**src/rtl/color_descrambler_stream_pkg.sv**
```systemverilog
// Shared types and helpers for the RGB channel scrambler/descrambler family.
// Pixels are {R,G,B} with R in the MSBs; channel index 0=R, 1=G, 2=B.
package color_pkg;

   localparam int CODE_W    = 6;
   localparam int MAX_PIX_W = 48;
   localparam int MAX_CH_W  = MAX_PIX_W / 3;

   typedef enum logic [1:0] {
      SEL_R    = 2'd0,
      SEL_G    = 2'd1,
      SEL_B    = 2'd2,
      SEL_ZERO = 2'd3
   } sel_e;

   localparam logic [CODE_W-1:0] IDENTITY_CODE = {SEL_R, SEL_G, SEL_B};

   // Channel k counted from the MSB end; the caller zero-extends the pixel to MAX_PIX_W.
   function automatic logic [MAX_CH_W-1:0] get_channel(
      input logic [MAX_PIX_W-1:0] pix,
      input int unsigned          ch_w,
      input logic [1:0]           k
   );
      return MAX_CH_W'((pix >> (ch_w * (32'd2 - 32'(k)))) & ~({MAX_PIX_W{1'b1}} << ch_w));
   endfunction

endpackage

```
**src/rtl/color_descrambler_stream_decode.sv**
```systemverilog
// Inverse of a scramble code: for each original channel, which scrambled
// channel carries it (lowest output channel wins on duplicates), plus lost flags.
module color_inverse_decode
   import color_pkg::*;
(
   input  logic [CODE_W-1:0] i_code,
   output logic [1:0]        o_sel_r,
   output logic [1:0]        o_sel_g,
   output logic [1:0]        o_sel_b,
   output logic [2:0]        o_lost
);

   logic [1:0] w_sel [3];
   logic [2:0] w_found;

   always_comb begin
      for (int k = 0; k < 3; k++) begin
         w_sel[k]   = SEL_ZERO;
         w_found[k] = 1'b0;
      end
      for (int k = 0; k < 3; k++) begin
         for (int c = 0; c < 3; c++) begin
            if (!w_found[k] && (i_code[CODE_W-1-2*c -: 2] == 2'(k))) begin
               w_sel[k]   = 2'(c);
               w_found[k] = 1'b1;
            end
         end
      end
   end

   assign o_sel_r = w_sel[0];
   assign o_sel_g = w_sel[1];
   assign o_sel_b = w_sel[2];
   assign o_lost  = {~w_found[0], ~w_found[1], ~w_found[2]};

endmodule

```
**src/rtl/color_descrambler_stream.sv**
```systemverilog
// Two-stage streaming RGB descrambler: S1 captures the pixel with its inverse
// selects, S2 applies them. The scramble code is latched on each accepted sof.
module color_descrambler_stream
   import color_pkg::*;
#(
   parameter int PIX_W = 24,
   parameter int CNT_W = 16
) (
   input  logic              clk,
   input  logic              rst_n,
   input  logic [PIX_W-1:0]  s_pix,
   input  logic              s_valid,
   input  logic              s_sof,
   input  logic              s_eol,
   output logic              s_ready,
   input  logic [CODE_W-1:0] cfg_code,
   output logic [PIX_W-1:0]  m_pix,
   output logic              m_valid,
   output logic              m_sof,
   output logic              m_eol,
   input  logic              m_ready,
   output logic [2:0]        lost_mask,
   output logic [CNT_W-1:0]  frame_cnt
);

   localparam int CH_W = PIX_W / 3;

   if (((PIX_W % 3) != 0) || (PIX_W > MAX_PIX_W)) begin : g_param_check
      $error("color_descrambler_stream: PIX_W must be a multiple of 3 and at most %0d", MAX_PIX_W);
   end

   logic [CODE_W-1:0] r_code;
   logic [2:0]        r_lost;
   logic [CNT_W-1:0]  r_frame_cnt;

   logic              r_vld_p1;
   logic [PIX_W-1:0]  r_pix_p1;
   logic              r_sof_p1;
   logic              r_eol_p1;
   logic [1:0]        r_sel_p1 [3];

   logic              r_vld_p2;
   logic [PIX_W-1:0]  r_pix_p2;
   logic              r_sof_p2;
   logic              r_eol_p2;

   logic              w_s2_free;
   logic              w_acc;
   logic              w_acc_sof;
   logic [CODE_W-1:0] w_code;
   logic [1:0]        w_sel [3];
   logic [2:0]        w_lost;
   logic [PIX_W-1:0]  w_pix_mux;

   assign w_s2_free = !r_vld_p2 || m_ready;
   assign s_ready   = !r_vld_p1 || w_s2_free;
   assign w_acc     = s_valid && s_ready;
   assign w_acc_sof = w_acc && s_sof;
   // The sof beat itself already uses the incoming code.
   assign w_code    = w_acc_sof ? cfg_code : r_code;

   color_inverse_decode u_decode (
      .i_code  (w_code),
      .o_sel_r (w_sel[0]),
      .o_sel_g (w_sel[1]),
      .o_sel_b (w_sel[2]),
      .o_lost  (w_lost)
   );

   // ---- S1: capture pixel and its inverse selects ----
   always_ff @(posedge clk) begin
      if (w_acc) begin
         r_pix_p1 <= s_pix;
         r_sof_p1 <= s_sof;
         r_eol_p1 <= s_eol;
         for (int k = 0; k < 3; k++) begin
            r_sel_p1[k] <= w_sel[k];
         end
      end
   end

   always_comb begin
      w_pix_mux = '0;
      for (int k = 0; k < 3; k++) begin
         if (r_sel_p1[k] != SEL_ZERO) begin
            w_pix_mux[PIX_W-1-k*CH_W -: CH_W] =
               CH_W'(get_channel(MAX_PIX_W'(r_pix_p1), CH_W, r_sel_p1[k]));
         end
      end
   end

   // ---- S2: descrambled output register, plus frame-level control ----
   always_ff @(posedge clk or negedge rst_n) begin
      if (!rst_n) begin
         r_code      <= IDENTITY_CODE;
         r_lost      <= '0;
         r_frame_cnt <= '0;
         r_vld_p1    <= 1'b0;
         r_vld_p2    <= 1'b0;
         r_pix_p2    <= '0;
         r_sof_p2    <= 1'b0;
         r_eol_p2    <= 1'b0;
      end else begin
         if (w_acc_sof) begin
            r_code      <= cfg_code;
            r_lost      <= w_lost;
            r_frame_cnt <= r_frame_cnt + {{(CNT_W-1){1'b0}}, 1'b1};
         end
         if (s_ready) begin
            r_vld_p1 <= s_valid;
         end
         if (w_s2_free) begin
            r_vld_p2 <= r_vld_p1;
            if (r_vld_p1) begin
               r_pix_p2 <= w_pix_mux;
               r_sof_p2 <= r_sof_p1;
               r_eol_p2 <= r_eol_p1;
            end
         end
      end
   end

   assign m_pix     = r_pix_p2;
   assign m_valid   = r_vld_p2;
   assign m_sof     = r_sof_p2;
   assign m_eol     = r_eol_p2;
   assign lost_mask = r_lost;
   assign frame_cnt = r_frame_cnt;

endmodule

```
**config.mk**
```make
export PLATFORM = sky130hd
export DESIGN_NAME = color_descrambler_stream
export DESIGN_NICKNAME = d
export VERILOG_FILES = /design/src/rtl/color_descrambler_stream_pkg.sv /design/src/rtl/color_descrambler_stream_decode.sv /design/src/rtl/color_descrambler_stream.sv
export SDC_FILE = /design/constraint.sdc
export NUM_CORES = 1
export LEC_CHECK = 0
export ABC_AREA = 1
export CAP_MARGIN = 0
export CORE_ASPECT_RATIO = 0.8
export CORE_MARGIN = 2
export CORE_UTILIZATION = 60
export DETAILED_ROUTE_END_ITERATION = 12
export DONT_BUFFER_PORTS = 1
export HOLD_SLACK_MARGIN = 0.03
export PLACE_DENSITY_LB_ADDON = 0.25
export SKIP_CTS_REPAIR_TIMING = 1
export SLEW_MARGIN = 15
export SYNTH_ARGS = -nofsm -noshare
export SYNTH_HDL_FRONTEND = slang
export SYNTH_SLANG_ARGS = --single-unit
export TNS_END_PERCENT = 20
```
**constraint.sdc**
```tcl
create_clock -name clk -period 5.5 [get_ports clk]
set_input_delay 1.65 -clock clk [delete_from_list [all_inputs] [get_ports clk]]
set_output_delay 1.65 -clock clk [all_outputs]
set_load 0.01 [all_outputs]
```
==> summary.md <==
| Metric | Value |
|---|---|
| Crit path kind | `input port to primary output` |
| Sinks on Clock Net | `85` |
| Worst Path Max Fanout | `16` |
| Vias | `2,881` |
| TNS Setup | `0 ps` |
| DR WL/cell | `15.7 um` |
| HP Class | `flop to flop` |
| Critical-path cell list | `inv_1 > nand3_2` |
| Delay-heaviest family, CP | `simple AND/OR/NAND/NOR gates` |
| Max-slew headroom | `0.311` |
| Mapped Nets | `462` |
| Final slew viol count | `0` |
| Final antenna-violating net count | `0` |
| CP endpoint kind | `primary output` |
| Boundary Pins | `83` |
| Core area | `6410 um^2` |
| Fmax | `273 MHz` |
| Number of antenna diodes | `0` |
| Syn Inst Count | `419` |
| Synth area leader | `dfrtp_1` |
| Post-DP HPWL | `5630 um` |
| I/O Buffers | `0` |
| Final GP Congestion | `0.848` |
| Xor/xnor share of the synthesized area | `0.0265` |
| Final setup fails | `0` |
| DRT Pass-1 Iters | `5` |
| Initial Utilization | `0.619` |
| Clock Latency Late Sink | `350 ps` |
| Post-synthesis mux area share | `0` |
| Synth area leaders | `dfrtp_1, edfxtp_1, nand2_1` |
| Top_reg_cell synth | `dfrtp_1` |
| Worst-path clk slew | `80 ps` |
| Worst vdd ir | `238 uV` |
| Cell Pwr Density | `397 nW/um^2` |
| Clock Tree Buf Depth | `2` |
| Crit share post-route | `0.667` |
| Largest net degree at the start of global routing | `54` |
| Total gr overflow | `0` |
| CTS tree | `yes` |
| Worst EP arrival | `2020 ps` |
| Final hold violation count | `0` |
| 1st-iter DRT viols | `218` |
| Initial antenna violation count | `0` |
| Worst Path Buf+Inv | `1` |
| Async SR Flop Fraction | `0.624` |
| Highest cell delay on the worst timing path | `300 ps` |
| Post-Route Utilization | `0.654` |
| CP required | `3850 ps` |
| Worst Tran Pin Value | `1030 ps` |
| Number of max-cap violations | `0` |
| Area of the mapped netlist | `3970 um^2` |
| Sequential fraction of the synthesis area | `0.577` |
| Layout Skew | `11.6 ps` |
| Synth warn | `0` |
| Cell Rows | `26` |
| Total GRT Usage | `0.237` |
| Largest family of logic cells by synthesized area | `simple AND/OR/NAND/NOR gates` |
| Post-synth EDFFs | `32` |
| Slowest CP cell | `nand3_2` |
| Status | `finished, final reports clean` |
| Lkg Pwr | `1.98 nW` |
| Fillers | `495` |
| Nets@finish | `461` |
| Share of cells above drive strength 1 | `0.0757` |
| Syn Area/Cell | `9.48 um^2` |
| Die Span Y | `76.8 um` |
| Post-Synth Simple-Gate Area | `0.211` |
| Tmin final | `3670 ps` |
| Post-synthesis compound-gate area fraction | `0.102` |
| Die width | `94.9 um` |
| Syn-to-layout area delta | `5.58%` |
| Vias in the first global route | `2,764` |
| Post-synthesis cell type count | `27` |
| H-tree depth | `3` |
| Top-area cell type share of the netlist area | `0.321` |
| First-pass GRT wire length | `13,300 um` |
| Startpoint types | `input port` |
| Adder-Cell Fraction of Synth Area | `0.0221` |
| Via-to-Cell Ratio | `5.68` |
| Drc violations | `0` |
| DRT Wirelength | `7950 um` |
| Unrepaired setup endpoints after global routing | `false` |
| Clk root buf | `clkbuf_8` |
| #FFs+latches synth | `85` |
| TritonCTS buffer count | `9` |
| Die area | `7290 um^2` |
layer usage:
layer	global-route usage	part of all wire	wire [um]
met4	0.0870	0.016	129
met3	0.101	0.11	902
met5	0	0	0
met2	0.340	0.44	3520
met1	0.323	0.43	3390
layout make-up:
cell class	instances	area, um^2	share of cell area
Clock buffer	10	149	0.0355
Sequential cell	85	2290	0.546
Clock inverter	6	36.3	0.00866
Tap cell	84	105	0.0251
Inverter	47	176	0.0421
Multi-Input combinational cell	275	1440	0.342
cells in the final DEF (no fill, tap or decap):
cell type,netlist,layout
clkinvlp_4,0,1
clkinv_2,0,4
dfstp_2,2,2
o2111ai_1,20,20
a21oi_1,4,4
xor2_1,7,7
edfxtp_1,32,32
nand4_1,13,13
clkbuf_16,0,1
nand3_1,5,5
inv_1,47,46
ha_1,7,7
nor3_2,4,4
nand3_2,1,1
clkinv_4,0,1
nand3_4,1,1
dfrtp_1,51,51
clkbuf_8,0,9
nor3_1,4,4
nor2_2,5,5
a22o_1,4,4
nor2_1,17,17
xnor2_1,5,5
o22ai_1,4,4
a31oi_1,3,3
inv_2,0,1
nand2_1,143,143
or2_2,2,2
o21ai_1,4,4
o21ai_0,22,22
cell usage after synthesis, types with 4 or more instances:
master and n:
o22ai_1 4, nor2_1 17, a21oi_1 4, nand4_1 13, nand3_1 5, edfxtp_1 32
nor3_1 4, dfrtp_1 51, ha_1 7, o21ai_0 22, a22o_1 4, o2111ai_1 20
inv_1 47, xnor2_1 5, buf_2 7, nor2_2 5, nand2_1 143, nor3_2 4
xor2_1 7, o21ai_1 4
kinds of logic (layout without fill, tap and decap cells):
| family | after synthesis | in the layout |
|---|---|---|
| AND/OR/NAND/NOR | 195 | 195 |
| flip-flops | 85 | 85 |
| XOR/XNOR | 12 | 12 |
| AO/OA/AOI/OAI | 61 | 61 |
| buffers and inverters | 59 | 63 |
| adder cells (fa/ha/maj) | 7 | 7 |
power by group:
group | switching, W | total (W) | internal, W
sequential | 0.000155 | 0.000947 | 0.000792
combinational | 0.000201 | 0.000309 | 0.000108
clock | 0.000220 | 0.000409 | 0.000189
total | 0.000577 | 0.00167 | 0.00109
flip-flops by register name, summed over array words and instances (netlist names):
name and cells:
r_sof_p1 1, frame_cnt 16, r_code 6, m_eol 1, m_sof 1, r_sel_p1 6, m_valid 1, r_eol_p1 1
r_vld_p1 1, r_pix_p1 24, lost_mask 3, m_pix 24
final timing paths:
kind | startpoint | to | cells after the start | slack, ps
worst min register to register | r_eol_p1 | m_eol | 2 | 440
worst min-delay path | r_eol_p1 | m_eol | 2 | 440
worst max register to register | m_valid | m_pix[12] | 5 | 3140
min in group asynchronous | rst_n | m_pix[23] | 0 | 980
max in group asynchronous | rst_n | r_code[2] | 0 | 4330
worst max-delay path | m_ready | s_ready | 2 | 1830
per-stage QoR:
step	setup WS, ps	cell area, um^2	hold slack [ps]	std cells	total power [W]
2_1_floorplan	1800	3970	418	419	0.00118
3_3_place_gp	1840	4010	426	491	0.00125
3_5_place_dp	1830	4010	427	491	0.00126
4_1_cts	1830	4190	447	507	0.00167
5_1_grt	1790	4190	476	507	0.00178
6_report	1830	4190	444	507	0.00167
(Power assumes the default switching activity.)
